## src/rtl/ctrl_pkg.sv

```systemverilog
// Shared types and constants for the actuator side of the control block:
// buzzer FSM states and the RGB pattern table.
package ctrl_pkg;

  typedef enum logic [1:0] {
    BEEP_IDLE = 2'd0,
    BEEP_ON   = 2'd1,
    BEEP_OFF  = 2'd2
  } beep_state_t;

  localparam logic [2:0] BREATH_MODE = 3'd7;

  // Channel enables per rgb_mode, bit order {b, g, r}; mode 7 drives all three with the breath level.
  localparam logic [2:0] RGB_MASK [8] = '{
    3'b001,  // 0: R
    3'b010,  // 1: G
    3'b100,  // 2: B
    3'b011,  // 3: R+G
    3'b110,  // 4: G+B
    3'b101,  // 5: R+B
    3'b111,  // 6: R+G+B
    3'b111   // 7: breathing
  };

endpackage

```

## src/rtl/bell_seq.sv

```systemverilog
// Buzzer sequencer: beep-on / beep-off phases, square-wave tone during beep-on.
// rst is the already-synchronized active-low reset from the top level.
module bell_seq
  import ctrl_pkg::*;
#(
  parameter int TONE_HALF  = 25000,
  parameter int BEEP_TICKS = 20_000_000
) (
  input  logic clk,
  input  logic rst,
  input  logic bell,
  output logic buzzer
);

  localparam int TW = (TONE_HALF > 1) ? $clog2(TONE_HALF) : 1;
  localparam int PW = (BEEP_TICKS > 1) ? $clog2(BEEP_TICKS) : 1;
  localparam logic [TW-1:0] TONE_LAST  = TW'(TONE_HALF - 1);
  localparam logic [PW-1:0] PHASE_LAST = PW'(BEEP_TICKS - 1);

  beep_state_t   state_reg, state_next;
  logic [TW-1:0] tone_reg, tone_next;
  logic [PW-1:0] phase_reg, phase_next;
  logic          buzz_reg, buzz_next;

  always_comb begin
    state_next = state_reg;
    tone_next  = tone_reg;
    phase_next = phase_reg;
    buzz_next  = buzz_reg;
    if (!bell) begin
      // Dropping bell cuts the tone on the very next edge, whatever the phase.
      state_next = BEEP_IDLE;
      tone_next  = '0;
      phase_next = '0;
      buzz_next  = 1'b0;
    end else begin
      case (state_reg)
        BEEP_IDLE: begin
          state_next = BEEP_ON;
          tone_next  = '0;
          phase_next = '0;
          buzz_next  = 1'b1;
        end
        BEEP_ON: begin
          if (phase_reg == PHASE_LAST) begin
            state_next = BEEP_OFF;
            tone_next  = '0;
            phase_next = '0;
            buzz_next  = 1'b0;
          end else begin
            phase_next = phase_reg + PW'(1);
            if (tone_reg == TONE_LAST) begin
              tone_next = '0;
              buzz_next = ~buzz_reg;
            end else begin
              tone_next = tone_reg + TW'(1);
            end
          end
        end
        BEEP_OFF: begin
          if (phase_reg == PHASE_LAST) begin
            state_next = BEEP_ON;
            tone_next  = '0;
            phase_next = '0;
            buzz_next  = 1'b1;
          end else begin
            phase_next = phase_reg + PW'(1);
          end
        end
        default: begin
          state_next = BEEP_IDLE;
          buzz_next  = 1'b0;
        end
      endcase
    end
  end

  always_ff @(posedge clk or negedge rst) begin
    if (!rst) begin
      state_reg <= BEEP_IDLE;
      tone_reg  <= '0;
      phase_reg <= '0;
      buzz_reg  <= 1'b0;
    end else begin
      state_reg <= state_next;
      tone_reg  <= tone_next;
      phase_reg <= phase_next;
      buzz_reg  <= buzz_next;
    end
  end

  assign buzzer = buzz_reg;

endmodule

```

## src/rtl/ctrl_actuator.sv

```systemverilog
// Turns registered control state into pin drives: ramped motor PWM, buzzer,
// headlight and three RGB PWM channels. PWM_BITS >= 4, PWM_DIV >= 1.
module ctrl_actuator
  import ctrl_pkg::*;
#(
  parameter int PWM_BITS   = 8,
  parameter int PWM_DIV    = 4,
  parameter int TONE_HALF  = 25000,
  parameter int BEEP_TICKS = 20_000_000
) (
  input  logic       clk,
  input  logic       rst,
  input  logic [1:0] rate,
  input  logic       bell,
  input  logic       led,
  input  logic       rgb,
  input  logic       lock,
  input  logic [2:0] rgb_mode,
  output logic       motor_pwm,
  output logic       buzzer,
  output logic       head_led,
  output logic       rgb_r,
  output logic       rgb_g,
  output logic       rgb_b
);

  localparam int DIV_W = (PWM_DIV > 1) ? $clog2(PWM_DIV) : 1;
  localparam logic [DIV_W-1:0]    DIV_LAST   = DIV_W'(PWM_DIV - 1);
  localparam logic [PWM_BITS-1:0] STEP       = PWM_BITS'(1 << (PWM_BITS - 4));
  localparam logic [PWM_BITS-1:0] BREATH_TOP = {{(PWM_BITS-1){1'b1}}, 1'b0};

  // Assert asynchronously, release two clocks after rst rises.
  logic [1:0] rst_sync_reg;
  logic       rst_n;

  always_ff @(posedge clk or negedge rst) begin
    if (!rst) rst_sync_reg <= '0;
    else      rst_sync_reg <= {rst_sync_reg[0], 1'b1};
  end

  assign rst_n = rst_sync_reg[1];

  logic [DIV_W-1:0]    div_cnt_reg;
  logic [PWM_BITS-1:0] pwm_cnt_reg;
  logic                div_wrap;
  logic                pend;

  assign div_wrap = (div_cnt_reg == DIV_LAST);
  assign pend     = div_wrap && (pwm_cnt_reg == '1);

  always_ff @(posedge clk or negedge rst_n) begin
    if (!rst_n) begin
      div_cnt_reg <= '0;
      pwm_cnt_reg <= '0;
    end else begin
      div_cnt_reg <= div_wrap ? '0 : div_cnt_reg + DIV_W'(1);
      if (div_wrap) pwm_cnt_reg <= pwm_cnt_reg + PWM_BITS'(1);
    end
  end

  logic [PWM_BITS-1:0] duty_tgt;
  logic [PWM_BITS-1:0] duty_cur_reg, duty_next;
  logic                motor_pwm_reg;

  assign duty_tgt = {rate, {(PWM_BITS-2){1'b0}}};

  always_comb begin
    duty_next = duty_cur_reg;
    if (duty_cur_reg < duty_tgt) begin
      if ((duty_tgt - duty_cur_reg) < STEP) duty_next = duty_tgt;
      else                                  duty_next = duty_cur_reg + STEP;
    end else if (duty_cur_reg > duty_tgt) begin
      if ((duty_cur_reg - duty_tgt) < STEP) duty_next = duty_tgt;
      else                                  duty_next = duty_cur_reg - STEP;
    end
  end

  // Lock overrides any pending ramp step; duty only moves on period boundaries.
  always_ff @(posedge clk or negedge rst_n) begin
    if (!rst_n) begin
      duty_cur_reg  <= '0;
      motor_pwm_reg <= 1'b0;
    end else begin
      if (lock)      duty_cur_reg <= '0;
      else if (pend) duty_cur_reg <= duty_next;
      motor_pwm_reg <= !lock && (pwm_cnt_reg < duty_cur_reg);
    end
  end

  logic head_led_reg;

  always_ff @(posedge clk or negedge rst_n) begin
    if (!rst_n) head_led_reg <= 1'b0;
    else        head_led_reg <= led;
  end

  bell_seq #(
    .TONE_HALF (TONE_HALF),
    .BEEP_TICKS(BEEP_TICKS)
  ) u_bell_seq (
    .clk   (clk),
    .rst   (rst_n),
    .bell  (bell),
    .buzzer(buzzer)
  );

  logic                breath_sel;
  logic [PWM_BITS-1:0] breath_reg, breath_next;
  logic                breath_up_reg, breath_up_next;
  logic [2:0]          chan_mask;

  assign breath_sel = rgb && (rgb_mode == BREATH_MODE);
  assign chan_mask  = RGB_MASK[rgb_mode];

  // Direction flips as the level lands on an endpoint, so each endpoint lasts one period.
  always_comb begin
    breath_next    = breath_reg;
    breath_up_next = breath_up_reg;
    if (!breath_sel) begin
      breath_next    = '0;
      breath_up_next = 1'b1;
    end else if (pend) begin
      if (breath_up_reg) begin
        breath_next = breath_reg + PWM_BITS'(1);
        if (breath_reg == BREATH_TOP) breath_up_next = 1'b0;
      end else begin
        breath_next = breath_reg - PWM_BITS'(1);
        if (breath_reg == PWM_BITS'(1)) breath_up_next = 1'b1;
      end
    end
  end

  always_ff @(posedge clk or negedge rst_n) begin
    if (!rst_n) begin
      breath_reg    <= '0;
      breath_up_reg <= 1'b1;
    end else begin
      breath_reg    <= breath_next;
      breath_up_reg <= breath_up_next;
    end
  end

  logic [2:0] rgb_out;

  genvar gi;
  generate
    for (gi = 0; gi < 3; gi++) begin : g_rgb
      logic [PWM_BITS-1:0] level;
      logic                chan_reg;

      always_comb begin
        level = '0;
        if (rgb && chan_mask[gi]) level = breath_sel ? breath_reg : '1;
      end

      always_ff @(posedge clk or negedge rst_n) begin
        if (!rst_n) chan_reg <= 1'b0;
        else        chan_reg <= (pwm_cnt_reg < level);
      end

      assign rgb_out[gi] = chan_reg;
    end
  endgenerate

  assign motor_pwm = motor_pwm_reg;
  assign head_led  = head_led_reg;
  assign rgb_r     = rgb_out[0];
  assign rgb_g     = rgb_out[1];
  assign rgb_b     = rgb_out[2];

endmodule

```

## config.mk

```make
export PLATFORM = sky130hd
export DESIGN_NAME = ctrl_actuator
export DESIGN_NICKNAME = d
export VERILOG_FILES = /design/src/rtl/ctrl_pkg.sv /design/src/rtl/bell_seq.sv /design/src/rtl/ctrl_actuator.sv
export SDC_FILE = /design/constraint.sdc
export NUM_CORES = 1
export LEC_CHECK = 0
export ABC_AREA = 1
export CAP_MARGIN = 20
export CELL_PAD_IN_SITES_DETAIL_PLACEMENT = 1
export CELL_PAD_IN_SITES_GLOBAL_PLACEMENT = 1
export CORE_MARGIN = 1
export CORE_UTILIZATION = 43
export CTS_BUF_LIST = sky130_fd_sc_hd__clkbuf_8
export DETAILED_ROUTE_END_ITERATION = 6
export MAX_ROUTING_LAYER = met4
export PLACE_DENSITY_LB_ADDON = 0.1
export SYNTH_ARGS = -nofsm -noshare
export SYNTH_HDL_FRONTEND = slang
export SYNTH_HIERARCHICAL = 1
export SYNTH_SLANG_ARGS = --single-unit
```

## constraint.sdc

```tcl
create_clock -name clk -period 2 [get_ports clk]
set_input_delay 0.2 -clock clk [delete_from_list [all_inputs] [get_ports clk]]
set_output_delay 0.2 -clock clk [all_outputs]
set_load 0.05 [all_outputs]
```

==> results list <==
* Status: complete, no violations
- During I/O placement, the number of pins put on the boundary was 17.
- Required time of the critical path: 2.23 ns
- Placeable core region: 12,600 um^2
* Summed area of non-filler cells in the final layout: 6340 um^2
- In this design, the stage delay of the slowest critical-path cell is 0.41 ns.
- Category of cells accounting for the largest share of critical-path delay: simple AND/OR/NAND/NOR gates
- P_leak: 3.13 nW
* Arrival time reported for the critical path endpoint: 2.12 ns
- Post-synth net total: 832
- Final wirelength: 14,800 um
- The critical path crosses 10 cells after its start point.
- After the first detailed-routing iteration, the DRC count stood at 187.
- From bottom edge to top edge, the die measures 116 um.
* Maximum number of buffers from clock root to sink: 2
* Post-route fraction of the period consumed by the critical path: 94.8%
- During synthesis, Yosys emitted a total of 6 warnings.
* Fraction of layout instances using a drive strength above 1: 11.7%
* Finished Layout Cells: 996
* Area growth from synthesis to layout: 14.3%
* Slew of the pin with the lowest slew margin: 0.495 ns
- STA classifies the critical path startpoint as a flip-flop.
- Among all stages on the critical path, the largest delay is contributed by dfrtp_1.
- After layout, the minimum clock period comes to 1.90 ns.
* Most common flop cell mapped by yosys: dfrtp_1
* Worst slew margin relative to its limit: 66.7%
- Counting cells, the worst reg-to-reg path comes to 10.
- Together, buffers and inverters on the worst path number 2.
- The worst register-to-register path has a setup slack of 0.10 ns.
* Largest fanout of any net on the critical path: 5
- Main area contributors after synthesis: dfrtp_1 (33%), nand2_1 (15%), ha_1 (11%)
- Vias: 5,049
- After synthesis the cells add up to 5540 um^2.
* Worst-skew pair later-pin latency: 0.35 ns
* Avg Vias per Cell: 5.07
* Hold Vio Cnt, Final: 0
- Share of the synthesized area in the top cell type: 32.5%
- HPWL reported at the end of detailed placement: 11,400 um
- Max-slew violations: 0
- The die is 116 um wide.
* Min-Delay Path Class: reg2async
- Post-synth ARST share: 100%
* Wire length of the first global-routing pass: 24,600 um
- Combined area of the multi-input logic cells: 3310 um^2
* Worst VDD drop: 0.359 mV
- Routed Antenna Nets: 0
- The register with the most flip-flops in the layout has 25 of them.
- After detailed routing, the average wire length per cell comes to 14.8 um.
- The worst register-to-register path begins at u_bell_seq/state_reg[0]$_DFFE_PN0P_.
* Number of register bits inferred by synthesis: 73
- Critical setup path kind: reg2reg
- Port buffering added 16 buffers.
* Clock-pin transition on the worst setup and hold timing paths: 0.09 ns
- TritonCTS created 9 clock buffers.
* Critical Path Sink Type: flip-flop
- Number of cells produced by synthesis: 772
* Cell Chain, Critical Path: inv_1 -> ha_1 -> nor2_1 -> nand2_1 -> inv_2 -> nor2_4 -> nand2_2 -> nor3_1 -> xor2_1 -> nor2_2
- Top achievable clock speed: 0.528 GHz
* Number of endpoints failing setup at the final stage: 0
- After filler insertion, the fill cell instance count of the layout stands at 1,655.
* RD Place Congestion: 0.906
- After synthesis, flip-flops and latches occupy 33.0% of the total area.
- Maximum number of pins on one net before global-route repair: 58
* Pwr dens: 637 nW/um^2
* Die ar.: 13,300 um^2
- In the routed design, unresolved DRC markers number 0.
* Cell at the root of the clock tree: clkbuf_8
- Post-route clock skew: 0.00889 ns
* Clock sink count: 73
- The number of antenna violations at the first check in global routing was 0.
* Top cell type by total area after synthesis: dfrtp_1
* MaxCap Viol Count: 0
- Pre-antenna DRT Iters: 4
- The via count of the first global-routing pass is 5,225.
* Final nets: 879
- For this run the aggregate overflow at the end of global routing stands at 0.
* Initial standard-cell utilization of the core: 44.1%
- RSZ-0062 raised after global routing: true
- TritonCTS clock tree: yes
* Overall fraction of global-route tracks in use: 24.2%
* H-tree depth reported by CTS: 3
* Area occupied by registers: 1830 um^2
* ANT cells: 0
- The synthesized design contains 0 enable-type register cells.
- Post-place instance area: 6080 um^2
- Synthesized area per cell: 7.18 um^2
- Once placement completed, the tool counted placed cells totaling 978.
* Row count: 41
* Setup crit start: u_bell_seq/state_reg[0]$_DFFE_PN0P_
- After synthesis, the netlist uses 43 different library cells.
-- per-layer routing --
layer | part of all wire (%) | GRT usage, % | vias up
met3 | 1.8 | 2.82 | 10
li1 | - | - | 2555
met2 | 50 | 42.4 | 51
met5 | 0 | - | -
met4 | 0.95 | 6.58 | 0
met1 | 47 | 29.4 | 2433
-- final timing paths --
check / end
worst max-delay path: u_bell_seq/phase_reg[17]$_DFFE_PN0P_
worst min-delay path: pwm_cnt_reg[6]$_DFFE_PN0P_
worst max register to register: u_bell_seq/phase_reg[17]$_DFFE_PN0P_
worst min register to register: pwm_cnt_reg[6]$_DFFE_PN0P_
max in group asynchronous: breath_up_reg$_DFFE_PN1P_
min in group clk: head_led$_DFF_PN0_
-- metrics by stage --
step	TNS (ns)	setup slack (ns)	power [W]	hold slack (ns)	util, %
3_5_place_dp	-0.698	-0.258	0.00267	0.198	48.4
2_1_floorplan	0	0.117	0.00232	-0.0956	-
6_report	0	0.105	0.00404	0.189	50.4
3_3_place_gp	-0.199	-0.0919	0.00263	0.191	48.4
5_1_grt	-0.00300	-0.00300	0.00427	0.233	50.4
4_1_cts	0	0.0158	0.00406	0.209	50.3
-- power breakdown --
group          leakage, nW  switching [W]  internal, W
registers            0.982      0.0000605      0.00153
logic                 2.02       0.000728     0.000342
clock network        0.121       0.000605     0.000770
-- logic make-up (layout without fill, tap and decap cells) --
kind of cell	Yosys count	count (layout)	share of synthesized area [%]
AO/OA/AOI/OAI	65	65	6.32
XOR/XNOR	32	32	5.06
adder cells (fa/ha/maj)	49	49	11.2
buffers and inverters	103	155	7.43
flip-flops	73	73	33.0
other	1	1	0.0677
AND/OR/NAND/NOR	449	449	36.9
-- layout make-up --
type	instances	area share, %
Clock buffer	11	2.39
Timing Repair Buffer	46	6.32
Multi-Input combinational cell	596	52.2
Inverter	93	5.61
Tap cell	172	3.40
Sequential cell	73	28.9
Clock inverter	5	1.22
-- cells in the final DEF, fill, tap and decap left out, types with 11 or more instances in the layout --
cell,netlist,layout
a21oi_1,18,18
buf_4,0,28
clkbuf_8,0,11
clkdlybuf4s50_1,0,16
dfrtp_1,72,71
ha_1,48,48
inv_1,85,85
nand2_1,219,219
nand3_1,65,65
nand4_1,21,21
nor2_1,92,92
nor2_2,13,12
nor3_1,11,11
o21ai_0,34,33
xor2_1,26,26
-- timing repair --
| item | in CTS | in global routing |
|---|---|---|
| gates resized for setup | 0 | 3 |
| hold endpoints to repair | 2 | 0 |
| setup endpoints to repair | 0 | 6 |
| setup buffers | 0 | 1 |
| hold buffers | 1 | 0 |
-- cell usage after synthesis, types with 6 or more instances --
cell,number
nor2_2,13
xnor2_1,6
a21oi_1,18
nand2_1,219
nor2_1,92
nor3_1,11
ha_1,48
nand3_1,65
dfrtp_1,72
inv_1,85
o21ai_0,34
xor2_1,26
inv_2,6
nand4_1,21
nand2_2,6
(Power assumes the default switching activity.)
